File: src/rtl/serializer_pkg.sv
// Shared types and elaboration helpers for the lane serializer.
package serializer_pkg;

   typedef enum logic [1:0] {
      EMPTY  = 2'd0,
      ACTIVE = 2'd1,
      FULL   = 2'd2
   } ser_state_t;

   // Counter width that never collapses to zero bits when only one beat exists.
   function automatic int safe_clog2(input int n);
      return (n <= 1) ? 1 : $clog2(n);
   endfunction

   function automatic bit lanes_ok(input int word_w, input int lane_w);
      return (lane_w >= 1) && (lane_w <= word_w) && ((word_w % lane_w) == 0);
   endfunction

endpackage

File: src/rtl/serializer_lanes.sv
// Splits WORD_W-bit words into LANE_W-bit beats; a shift register plus one
// holding register lets consecutive words stream without idle cycles.
module serializer_lanes
   import serializer_pkg::*;
#(
   parameter int WORD_W = 24,
   parameter int LANE_W = 1
) (
   input  logic              i_clk,
   input  logic              i_rst_n,
   input  logic              i_en,
   input  logic [WORD_W-1:0] iv_din,
   input  logic              i_din_valid,
   input  logic              i_msb_first,
   output logic              o_din_ready,
   output logic [LANE_W-1:0] ov_dout,
   output logic              o_dout_valid,
   input  logic              i_dout_ready,
   output logic              o_dout_first,
   output logic              o_dout_last,
   output logic              o_busy
);

   localparam int N     = WORD_W / LANE_W;
   localparam int CNT_W = safe_clog2(N);
   localparam logic [CNT_W-1:0] LAST_CNT = CNT_W'(N - 1);

   if (!lanes_ok(WORD_W, LANE_W)) begin : g_bad_lanes
      $error("serializer_lanes: WORD_W must be a non-zero multiple of LANE_W");
   end

   ser_state_t        state;
   logic [WORD_W-1:0] shift;
   logic [WORD_W-1:0] hold;
   logic [WORD_W-1:0] shift_adv;
   logic              shift_msb;
   logic              hold_msb;
   logic [CNT_W-1:0]  beat_cnt;
   logic              live;
   logic              take;
   logic              xfer;
   logic              at_last;

   // live keeps o_din_ready low until the first edge after reset release.
   assign o_din_ready  = i_en & live & (state != FULL);
   assign o_dout_valid = i_en & (state != EMPTY);
   assign o_busy       = (state != EMPTY);

   assign take    = i_din_valid & o_din_ready;
   assign xfer    = o_dout_valid & i_dout_ready;
   assign at_last = (beat_cnt == LAST_CNT);

   // The current beat always sits at the end of shift facing the word's order.
   assign ov_dout   = shift_msb ? shift[WORD_W-1 -: LANE_W] : shift[LANE_W-1:0];
   assign shift_adv = shift_msb ? (shift << LANE_W) : (shift >> LANE_W);

   assign o_dout_first = o_dout_valid & (beat_cnt == '0);
   assign o_dout_last  = o_dout_valid & at_last;

   always_ff @(posedge i_clk or negedge i_rst_n) begin
      if (!i_rst_n) begin
         state     <= EMPTY;
         shift     <= '0;
         hold      <= '0;
         shift_msb <= 1'b0;
         hold_msb  <= 1'b0;
         beat_cnt  <= '0;
         live      <= 1'b0;
      end else begin
         live <= 1'b1;
         if (i_en) begin
            if (xfer && !at_last) begin
               shift    <= shift_adv;
               beat_cnt <= beat_cnt + CNT_W'(1);
            end
            unique case (state)
               EMPTY: begin
                  if (take) begin
                     shift     <= iv_din;
                     shift_msb <= i_msb_first;
                     beat_cnt  <= '0;
                     state     <= ACTIVE;
                  end
               end
               ACTIVE: begin
                  if (xfer && at_last) begin
                     if (take) begin
                        shift     <= iv_din;
                        shift_msb <= i_msb_first;
                        beat_cnt  <= '0;
                     end else begin
                        state <= EMPTY;
                     end
                  end else if (take) begin
                     hold     <= iv_din;
                     hold_msb <= i_msb_first;
                     state    <= FULL;
                  end
               end
               FULL: begin
                  if (xfer && at_last) begin
                     shift     <= hold;
                     shift_msb <= hold_msb;
                     beat_cnt  <= '0;
                     state     <= ACTIVE;
                  end
               end
               default: state <= EMPTY;
            endcase
         end
      end
   end

endmodule
File: config.mk
export PLATFORM = sky130hd
export DESIGN_NAME = serializer_lanes
export DESIGN_NICKNAME = d
export VERILOG_FILES = /design/src/rtl/serializer_pkg.sv /design/src/rtl/serializer_lanes.sv
export SDC_FILE = /design/constraint.sdc
export NUM_CORES = 1
export LEC_CHECK = 0
export CORE_MARGIN = 3
export CORE_UTILIZATION = 35
export CTS_CLUSTER_DIAMETER = 150
export CTS_CLUSTER_SIZE = 30
export DETAILED_ROUTE_END_ITERATION = 10
export GPL_ROUTABILITY_DRIVEN = 0
export HOLD_SLACK_MARGIN = 0.03
export PLACE_DENSITY = 0.65
export SYNTH_ARGS = -nofsm -noshare
export SYNTH_HDL_FRONTEND = slang
export SYNTH_SLANG_ARGS = --single-unit
export TNS_END_PERCENT = 50
File: constraint.sdc
create_clock -name i_clk -period 1.8 [get_ports i_clk]
set_input_delay 0.27 -clock i_clk [delete_from_list [all_inputs] [get_ports i_clk]]
set_output_delay 0.27 -clock i_clk [all_outputs]
set_load 0.01 [all_outputs]
### Yosys cells after proc, flatten, opt, wreduce, memory -nomap -nowiden

Cells that the tools add are included.

| storage, ports and cells | value |
|---|---|
| memory bits (read-only) | 0 |
| latch bits | 0 |
| bits in registers | 58 |
| memories | 0 |
| bits in writable memories | 0 |

| cells by class | value |
|---|---|
| muxes and demuxes | 22 |
| div/mod/pow operators | 0 |
| multiply operators | 0 |
| add/sub/neg operators | 1 |
| eq/ne operators | 9 |
| reduce and logical (&&, ||, !) cells | 10 |
| $lt $le $gt $ge | 0 |
| bitwise gates (word level) | 8 |
| shift operators | 0 |

Operator list:

| cell | count |
|---|---|
| $mux W24 | 5 |
| $pmux W24 S3 | 1 |
| $mux W5 | 4 |
| $pmux W5 S3 | 1 |
| $mux W2 | 5 |
| $ne A2 B2 Y1 const B | 4 |
| $reduce_and A4 Y1 | 2 |
| $and A1 B1 Y1 | 7 |
| $ne A3 B3 Y1 const B | 2 |
| $pmux W2 S3 | 1 |
| $add A5 B1 Y5 const B | 1 |
| $eq A5 B5 Y1 const B | 1 |
| $logic_not A5 Y1 | 1 |
| $reduce_and A5 Y1 | 1 |
| $mux W1 | 4 |
| $pmux W1 S3 | 1 |
| $reduce_bool A3 Y1 | 1 |
| $eq A2 B1 Y1 const B | 1 |
| $eq A2 B2 Y1 const B | 1 |
| $logic_and A1 B1 Y1 | 2 |
| $logic_not A2 Y1 | 1 |
| $reduce_bool A2 Y1 | 1 |
| $logic_not A1 Y1 | 1 |
| $not A1 Y1 | 1 |

### Longest topological paths before layout

Gate-level depths: netlist of run 1.

| depth | value |
|---|---|
| depth after elaboration | 8 |
| mapped depth | 7 |

### Worst setup path before layout of run 1

No wires, ideal clock.

| path | value |
|---|---|
| path kind | register to register |
| start point | register beat_cnt[0] |
| end point | register hold[10] |
| slack | -0.014 ns |
| period minus slack after synthesis | 1.814 ns |
| stages on the path, launching flop included | 7 |
| path buffers | 2 |
| setup time | 0.125 ns |
| data arrival time | 1.689 ns |
| cell sequence | dfrtp_1 ha_1 nand4b_2 buf_6 o211ai_4 buf_6 mux2_4 |

| between the ends | value |
|---|---|
| longest elaborated chain between the ends | 4 |

RTL lines:

| element | RTL line | RTL |
|---|---|---|
| start: declaration | serializer_lanes.sv:38 | `logic [CNT_W-1:0] beat_cnt;` |
| start signal: assignment | serializer_lanes.sv:74 | `beat_cnt <= beat_cnt + CNT_W'(1);` |
| $eq A5 B5 Y1 | serializer_lanes.sv:51 | `assign at_last = (beat_cnt == LAST_CNT);` |
| $logic_and A1 B1 Y1 | serializer_lanes.sv:86 | `if (xfer && at_last) begin` |
| $not A1 Y1 (no source line) | n/a |  |
| $reduce_and A4 Y1 (no source line) | n/a |  |
| end signal: assignment | serializer_lanes.sv:95 | `hold <= iv_din;` |
| end: declaration | serializer_lanes.sv:34 | `logic [WORD_W-1:0] hold;` |

No other way between the ends.
A chain may end at the register's enable or synchronous reset.

### Worst setup path in the final report of run 1

| path | value |
|---|---|
| start point | register state[1] |
| end point | register shift_msb |

| between the ends | value |
|---|---|
| longest elaborated chain between the ends | 6 |
| elaborated cells on any way between the ends | 17 |

RTL lines:

| element | RTL line | RTL |
|---|---|---|
| start: declaration | serializer_lanes.sv:32 | `ser_state_t state;` |
| start signal: assignment | serializer_lanes.sv:62 | `state <= EMPTY;` |
| start signal: assignment | serializer_lanes.sv:82 | `state <= ACTIVE;` |
| start signal: assignment | serializer_lanes.sv:92 | `state <= EMPTY;` |
| $ne A2 B2 Y1 or $reduce_bool A2 Y1 (tied branches) | serializer_lanes.sv:45, serializer_lanes.sv:46 |  |
| $and A1 B1 Y1, on equally long branches | serializer_lanes.sv:45, serializer_lanes.sv:46 |  |
| $and A1 B1 Y1, on equally long branches | serializer_lanes.sv:49, serializer_lanes.sv:50 |  |
| $mux W1 or $logic_and A1 B1 Y1 (tied branches) | n/a |  |
| $mux W1 or $ne A2 B2 Y1 (tied branches) | n/a |  |
| $pmux W1 S3 or $reduce_and A4 Y1 (tied branches) | n/a |  |
| end signal: assignment | serializer_lanes.sv:80 | `shift_msb <= i_msb_first;` |
| end signal: assignment | serializer_lanes.sv:89 | `shift_msb <= i_msb_first;` |
| end signal: assignment | serializer_lanes.sv:103 | `shift_msb <= hold_msb;` |
| end: declaration | serializer_lanes.sv:36 | `logic shift_msb;` |

Parallel ways exist; a longest one is shown, timed or not. The select of a mux whose other input is x is not followed.

==> results.cfg, run 1 <==
[power]
p_per_area_nw_per_um2 = 1417
power.leakage_nw = 1.887
p_int_mw = 3.959
pwr-share-comb_pct = 43.5
p_switching_mw = 2.109
irDropWorstVdd_uv = 530.1
power_frac_clock_pct = 17.5
swShare_pct = 34.76
seqPwrFrac_pct = 39.0

[cts]
cts-buffers-inserted = 9
cts_tree = yes
htreeDepth = 3
clk_latency_ns = 0.35
cts.sinks = 58
clockRootBuffer = clkbuf_8
cts_buffer_depth = 2
clk_pin_slew_worst_paths_ns = 0.06

[timing]
final-setup-viol-count = 1
min_period_over_period_pct = 100.6
clock_skew_ns = 0.01099
hold_ws_ns = 0.4553
final_max_slew_viol_count = 0
fmax_mhz = 552.2
period_needed_ns = 1.811
layout_setup_ws_ns = -0.01096
hold_viol_final = 0
rsz0062_at_grt = true

[finish]
layout.nets = 387
area_growth_pct = 30.51
antennaDiodeCount = 0
final_area_um2 = 4282
drive_above_1_share_pct = 29.81

[detailed_routing]
finalWirelength_mm = 8.031
dr.pass1.iters = 4
vias_per_cell = 5.578
drtIter0Drc = 201
ant_nets = 0
wl_per_cell_um = 17.20
vias = 2605
drc_errors = 0

[hold_path]
hp-class = input port to async pin

[worst_setup_path]
start_kind = flop
cp_slowest_cell = dfrtp_2
r2r-start = state[1]
timing.reg2reg.setup_slack_ns = -0.01
cp-endpoint = shift_msb
crit_type = flop to flop
cp.arrival_ns = 2.05
required_ns = 2.04
rr_endpoint = shift_msb
cp_cell_sequence = buf_12 > buf_4 > nand2b_4 > o41ai_4 > buf_4 > mux2_4
cp_max_fo = 9
end_kind = flop
critPathLaunch = state[1]
r2r_cells = 6
cp_slowest_stage_delay_ns = 0.43
crit_path_frequent_cell = buf_4

[floorplan]
placement_rows = 34
initial_core_util_pct = 36.90
core-area_um2 = 8891
die-area_um2 = 10570
die_height_um = 102.8
ioPinCount = 36
dieWidth_um = 102.8

[placement]
dpl-instance-area_um2 = 3938
port_buffers = 35
dpl.hpwl_mm = 5.213

[synth]
synth_cell_types = 44
yosysWarnings = 0
synth_nets = 324
synth_top_cells_by_area = dfrtp_1, mux2_4, o21ai_0, mux2i_1, a32oi_1
synth_edf_count = 0
async_reset_ff_share_pct = 100.0
syn_inst = 292
seq_area_frac_synth_pct = 44.24
netlist.area_leader.share_pct = 44.24
synthFlopType = dfrtp_1
syn_area_per_cell_um2 = 11.24
synth_seq_cells = 58
synth_top_area_cell = dfrtp_1
synth_area_um2 = 3281

[global_routing]
track_usage_pct = 16.37
grt_max_degree = 59
grt_pass1_vias = 2580
grt_pass1_wl_mm = 13.12
grt_overflow = 0
antenna_found_initial = 0

[outcome]
status = complete, but fails checks
violations = negative setup slack

[job]
maxCapViolCount = 0
stage by stage:
stage	power, mW	TNS [ns]	utilization [%]	std cells	setup WS, ns
2_1_floorplan	3.958	0	-	292	0.008513
3_3_place_gp	4.740	-8.000	44.29	444	-0.4561
3_5_place_dp	4.818	-9.474	44.29	444	-0.4443
4_1_cts	6.021	0	47.23	463	0.001787
5_1_grt	6.492	-0.5650	48.16	467	-0.05783
6_report	6.069	-0.01096	48.16	467	-0.01096
cell usage in the layout, fill, tap and decap left out, types with 2 or more instances in the layout:
| cell | count |
|---|---|
| mux2_4 | 21 |
| clkdlybuf4s15_1 | 2 |
| nand2_1 | 5 |
| o21ai_0 | 28 |
| mux2i_1 | 20 |
| inv_1 | 4 |
| nor2_1 | 6 |
| clkbuf_8 | 11 |
| buf_6 | 8 |
| nand3_1 | 2 |
| a21oi_1 | 9 |
| buf_4 | 28 |
| nand2b_4 | 2 |
| xor2_1 | 2 |
| dfrtp_2 | 2 |
| nand4_1 | 21 |
| o211ai_4 | 2 |
| nor2b_1 | 5 |
| buf_12 | 7 |
| o41ai_1 | 3 |
| and3_1 | 2 |
| xnor2_1 | 2 |
| clkdlybuf4s50_1 | 28 |
| mux2_2 | 8 |
| nor3_4 | 2 |
| dfrtp_1 | 56 |
| a32oi_1 | 21 |
| a222oi_1 | 3 |
| o21ai_1 | 19 |
| clkinv_2 | 3 |
| buf_2 | 2 |
power groups by stage:
stage / combinational (mW) / sequential (mW) / clock, mW
finish: 2.64 / 2.37 / 1.06
global route: 2.89 / 2.45 / 1.15
CTS: 2.57 / 2.36 / 1.09
detailed placement: 2.44 / 2.37 / 0
global placement: 2.38 / 2.36 / 0
floorplan: 1.74 / 2.22 / 0
how the worst min path moves through the flow:
| stage | start | endpoint | slack, ns |
|---|---|---|---|
| after floorplan | i_rst_n | beat_cnt[0] | -0.03 |
| after global placement | i_rst_n | hold[22] | 0.30 |
| after detailed placement | i_rst_n | hold[21] | 0.30 |
| after CTS | i_rst_n | hold[13] | 0.45 |
| after global routing | i_rst_n | hold[21] | 0.49 |
| final | i_rst_n | hold[21] | 0.46 |
timing repair:
action / CTS / global route
hold buffers: 1 / 0
gates cloned: 0 / 2
resized for setup: 24 / 32
endpoints found under the setup margin: 61 / 34
buffers inserted: 3 / 2
pin swaps: 0 / 7
endpoints found under the hold margin: 58 / 0
metal layers:
layer  up-vias  GRT usage, %  wire (µm)
li1       1250             -          -
met1      1285         22.35       3679
met2        60         25.02       3802
met3        10         4.263        409
met4         0         6.275        140
met5         -             0          0
worst max-delay path: cells and delay by family (launching register included):
family                 cells  cell delay (ns)
flip-flops                 1             0.43
AND/OR/NAND/NOR            1             0.15
multiplexers               1             0.30
AO/OA/AOI/OAI              1             0.32
buffers and inverters      3             0.49
logic make-up (layout without fill, tap and decap cells):
logic type      Yosys count  count (layout)  synth area share [%]
xor+xnor                  4               4                 1.068
mux                      49              49                 18.46
simple gates             54              54                 10.37
flops                    58              58                 44.24
buf+inv                  32              99                 5.339
compound gates           92              92                 19.64
fa+ha+maj                 2               2                0.7627
other cells               1               1                0.1143
synthesized netlist by cell type (3+ instances only):
cell	count
nand4_1	21
mux2i_1	20
a21oi_1	9
nand2_1	6
clkbuf_1	11
nor2_1	6
dfrtp_1	58
mux2_4	21
o21ai_1	5
buf_2	8
nand2b_1	3
mux2_2	8
o41ai_1	3
buf_4	4
a222oi_1	3
o21ai_0	42
inv_1	4
a32oi_1	21
buf_6	4
nor2b_1	5
area by class of cell:
class                           count  area (µm²)
Sequential cell                    58        1454
Clock inverter                      3       15.01
Fill cell                         812        4609
Multi-Input combinational cell    202        1717
Tap cell                          108       135.1
Timing Repair Buffer               79       787.0
Inverter                            5       18.77
Clock buffer                       12       155.1
state kept, by name (all words and copies together) (netlist names):
name,count
shift_msb,1
beat_cnt,5
hold,24
hold_msb,1
shift,24
state,2
live,1
Power figures use the tool's default switching activity.
==> inputs of run 2 (changes only) <==
--- a/config.mk
+++ b/config.mk
@@ -5,6 +5,7 @@
 export SDC_FILE = /design/constraint.sdc
 export NUM_CORES = 1
 export LEC_CHECK = 0
+export CORE_ASPECT_RATIO = 0.6
 export CORE_MARGIN = 3
 export CORE_UTILIZATION = 35
 export CTS_CLUSTER_DIAMETER = 150
==> run 2 against run 1 <==
- final area grew 6.1%
- largest cell class unchanged
- via count rose by 2.7%
- sequential share of layout area is 2.0 points lower
- cell count rose by 5.4%
- critical endpoint is now hold_msb
- the flow now finishes without violations
- fmax up 0.85%
- count of clock-buffer cells in the layout grew 1
==> results.cfg, run 2 (synthesis results as in run 1) <==
[detailed_routing]
wl_met1_mm = 4.604
ant_nets = 0
finalWirelength_mm = 9.158
vias = 2675
dr_wl_met3_um = 675
drtIter0Drc = 206
top_layer = met4
vias_per_cell = 5.437
dr_wl_met2_mm = 3.733
dr.pass1.iters = 5
wl_per_cell_um = 18.61
drc_errors = 0

[worst_setup_path]
timing.reg2reg.setup_slack_ns = 0.004
cp.arrival_ns = 2.00
start_kind = flop
cp_max_fo = 6
end_kind = flop
required_ns = 2.01
cp_cell_sequence = ha_4 > nand4b_4 > buf_6 > o211ai_4 > buf_12 > clkbuf_16 > mux2_4
cp_slowest_stage_delay_ns = 0.40
cp_slowest_cell = dfrtp_1
crit_type = flop to flop

[power]
pwr-share-comb_pct = 41.2
irDropWorstVdd_uv = 844.8
p_int_mw = 4.413
power.leakage_nw = 2.020
swShare_pct = 34.13
seqPwrFrac_pct = 35.8
p_switching_mw = 2.286
power_frac_clock_pct = 22.9
p_per_area_nw_per_um2 = 1474

[cts]
clk_pin_slew_worst_paths_ns = 0.05
htreeDepth = 3
cts_buffer_depth = 2
clockRootBuffer = clkbuf_16
clk_latency_ns = 0.33
cts.sinks = 58
cts-buffers-inserted = 9
cts_tree = yes

[global_routing]
grt_pass1_vias = 2555
grt_pass1_wl_mm = 13.75
antenna_found_initial = 0
grt_max_degree = 59
track_usage_pct = 17.11
grt_overflow = 0

[finish]
area_growth_pct = 38.52
final_cell_mix = dfrtp_1, o21ai_0, clkdlybuf4s50_1, buf_4, mux2_4
final_cells = 492
final_area_um2 = 4544
post-route-util_pct = 51.55
antennaDiodeCount = 0
layout.nets = 393
top_regs = hold: 24 flops, shift: 24 flops, beat_cnt: 5 flops
final_common_cell = dfrtp_1
drive_above_1_share_pct = 31.42

[timing]
layout_setup_ws_ns = 0.004282
final_max_slew_viol_count = 0
fmax_mhz = 556.9
period_needed_ns = 1.796
rsz0062_at_grt = true
hold_viol_final = 0
min_period_over_period_pct = 99.76
clock_skew_ns = 0.006130
final-setup-viol-count = 0
fin_setup_tns_ns = 0

[placement]
placedCellCount = 464
dpl.hpwl_mm = 5.561
dp_slack_ns = -0.5774
dpl-instance-area_um2 = 3975
port_buffers = 35

[floorplan]
dieWidth_um = 131.0
die-area_um2 = 10610
initial_core_util_pct = 37.21
ioPinCount = 36
placement_rows = 26
core-area_um2 = 8816
die_height_um = 81.00

[hold_path]
hp-class = input port to flop

[outcome]
status = finished, final reports clean

[job]
maxCapViolCount = 0
run 2: routing by layer:
layer | up-vias | GRT usage (%)
li1 | 1263 | -
met1 | 1303 | 25.48
met2 | 97 | 22.37
met3 | 12 | 5.848
met4 | 0 | 6.674
met5 | - | 0
run 2: worst max-delay path: cells and delay by family, from the launching register on:
family,cells,cell delay [ns]
fa+ha+maj,1,0.18
buf+inv,3,0.49
mux,1,0.30
simple gates,1,0.10
flops,1,0.40
compound gates,1,0.20
run 2: area by class of cell:
class                      instances  area (µm²)
fill                             781        4272
multi-input combinational        202        1750
sequential                        58        1451
timing repair buffer              85       898.4
clock buffer                      13       250.2
tap                              126       157.7
inverter                           5       21.27
clock inverter                     3       15.01
run 2: final timing paths:
path,from,endpoint,cells after the start
max in group asynchronous,i_rst_n,shift[9],3
max reg2reg,beat_cnt[1],hold_msb,7
min in group asynchronous,i_rst_n,live,3
max,beat_cnt[1],hold_msb,7
min reg2reg,hold[11],shift[11],2
min,i_dout_ready,state[1],4
run 2: metrics by stage:
stage	power (mW)	hold WS [ns]
after CTS	6.451	0.4808
after detailed placement	4.836	0.2986
after floorplan	3.958	-0.02559
after global routing	7.097	0.5020
after global placement	4.765	0.2972
final	6.699	0.4401
run 2: repair_timing:
item                       4_1_cts  5_1_grt
hold endpoints to repair        58        0
pin swaps                        0        9
setup buffers                    1        7
setup endpoints to repair       21       58
gates resized for setup         14       42
hold buffers                     1        0
cloned                           0        3
run 2: power groups by stage:
stage	Clock, mW	Combinational [mW]	Sequential, mW
after floorplan	0	1.74	2.22
after global placement	0	2.41	2.35
after detailed placement	0	2.46	2.37
after CTS	1.57	2.50	2.38
after global routing	1.63	3.00	2.47
final	1.54	2.76	2.40
==> inputs of run 3 (changes only) <==
--- a/config.mk
+++ b/config.mk
@@ -17,4 +17,4 @@
 export SYNTH_ARGS = -nofsm -noshare
 export SYNTH_HDL_FRONTEND = slang
 export SYNTH_SLANG_ARGS = --single-unit
-export TNS_END_PERCENT = 50
+export TNS_END_PERCENT = 10
==> run 3 against run 2 <==
- the run now ends with negative setup slack left
- clock skew barely moved
- core utilization fell by 0.13 points
- worst hold slack improved by 0.025 ns
- sequential share of layout area rose by 0.079 points
- die area did not move
- power fell by 0.41%
==> results.cfg, run 3 (synthesis results as in run 1) <==
[outcome]
status = complete, but fails checks
violations = negative setup slack

[detailed_routing]
drtIter0Drc = 166
drc_errors = 0
dr.pass1.iters = 4
wl_per_cell_um = 18.55
vias = 2661
vias_per_cell = 5.420
finalWirelength_mm = 9.109
ant_nets = 0

[timing]
layout_setup_ws_ns = -0.007079
rsz0062_at_grt = true
final_max_slew_viol_count = 0
clock_skew_ns = 0.006124
hold_ws_ns = 0.4650
min_period_over_period_pct = 100.4
final-setup-viol-count = 5
hold_viol_final = 0
period_needed_ns = 1.807
fmax_mhz = 553.4
fin_setup_tns_ns = -0.01599

[floorplan]
die_height_um = 81.00
die-area_um2 = 10610
ioPinCount = 36
core-area_um2 = 8816
placement_rows = 26
dieWidth_um = 131.0
initial_core_util_pct = 37.21

[placement]
port_buffers = 35
placedCellCount = 464
dp_slack_ns = -0.5774
dpl.hpwl_mm = 5.561
dpl-instance-area_um2 = 3975

[job]
maxCapViolCount = 0

[finish]
post-route-util_pct = 51.42
antennaDiodeCount = 0
drive_above_1_share_pct = 30.96
final_cell_mix = dfrtp_1, o21ai_0, clkdlybuf4s50_1, mux2_4, buf_4
final_area_um2 = 4533
layout.nets = 392
area_growth_pct = 38.18
area.sequential_um2 = 1451
fillers = 785
top_regs = hold: 24 flops, shift: 24 flops, beat_cnt: 5 flops
multiInputGateArea_um2 = 1748
final_common_cell = dfrtp_1
final_cells = 491

[hold_path]
hp-class = input port to async pin

[cts]
htreeDepth = 3
cts_tree = yes
clockRootBuffer = clkbuf_16
clk_pin_slew_worst_paths_ns = 0.05
cts_buffer_depth = 2
clk_latency_ns = 0.33
cts-buffers-inserted = 9
cts.sinks = 58

[global_routing]
grt_max_degree = 59
antenna_found_initial = 0
grt_pass1_vias = 2552
track_usage_pct = 17.06
grt_pass1_wl_mm = 13.72
grt_overflow = 0

[worst_setup_path]
cp_max_fo = 7
required_ns = 2.01
end_kind = flop
start_kind = input port
cp_cell_sequence = clkdlybuf4s50_1 > o211ai_4 > buf_12 > o211ai_4 > buf_12 > clkbuf_16 > mux2_4
crit_type = input port to flop
cp_slowest_stage_delay_ns = 0.64
cp_slowest_cell = clkdlybuf4s50_1
cp.arrival_ns = 2.02

[power]
p_total_mw = 6.672
irDropWorstVdd_uv = 844.3
p_per_area_nw_per_um2 = 1472
power.leakage_nw = 1.998
-- run 3: cell count changes in the layout (fill, tap and decap cells not counted) --
cell	before	now
clkdlybuf4s50_1	27	29
dlymetal6s2s_1	2	0
buf_4	27	26
buf_6	11	10
buf_8	1	2
nand2_1	4	5
nand2_2	2	1
-- run 3: worst max-delay path: cells and delay by family --
kind,cells,cell delay (ns)
compound gates,2,0.32
buf+inv,4,1.13
mux,1,0.30
-- run 3: report_power, final --
part	leakage [nW]	internal [mW]	switching, mW	total [mW]
Clock	0.133	0.961	0.576	1.54
Sequential	0.694	1.92	0.485	2.41
Combinational	1.17	1.51	1.21	2.73
Total	2.00	4.40	2.27	6.67
-- run 3: area by class of cell --
cell class | count | area share (%)
clock buffer | 13 | 5.520
clock inverter | 3 | 0.3312
inverter | 5 | 0.4692
multi-input combinational | 202 | 38.56
sequential | 58 | 32.02
tap | 126 | 3.478
timing repair buffer | 84 | 19.62
-- run 3: path summary, 6_finish.rpt --
path                                   start   endpoint  slack [ns]  cells after the start
worst max-delay path            i_dout_ready   hold_msb      -0.007                      7
worst min-delay path                 i_rst_n       live        0.46                      3
worst max register to register   beat_cnt[1]   hold_msb           0                      7
worst min register to register      hold[19]  shift[19]        0.50                      2
max in group asynchronous            i_rst_n   shift[9]        1.05                      3
min in group i_clk                  hold[19]  shift[19]        0.50                      2
-- run 3: per-layer routing --
metal	GRT usage, %	routed length (µm)
met1	25.36	4568
met2	22.32	3690
met3	5.848	703
met4	6.674	146
met5	0	0
-- run 3: timing repair --
item / 4_1_cts / 5_1_grt
pin swaps: 0 / 8
endpoints found under the setup margin: 21 / 58
setup buffers: 0 / 7
hold buffers: 1 / 0
resized for setup: 14 / 40
hold endpoints to repair: 58 / 0
cloned: 0 / 3
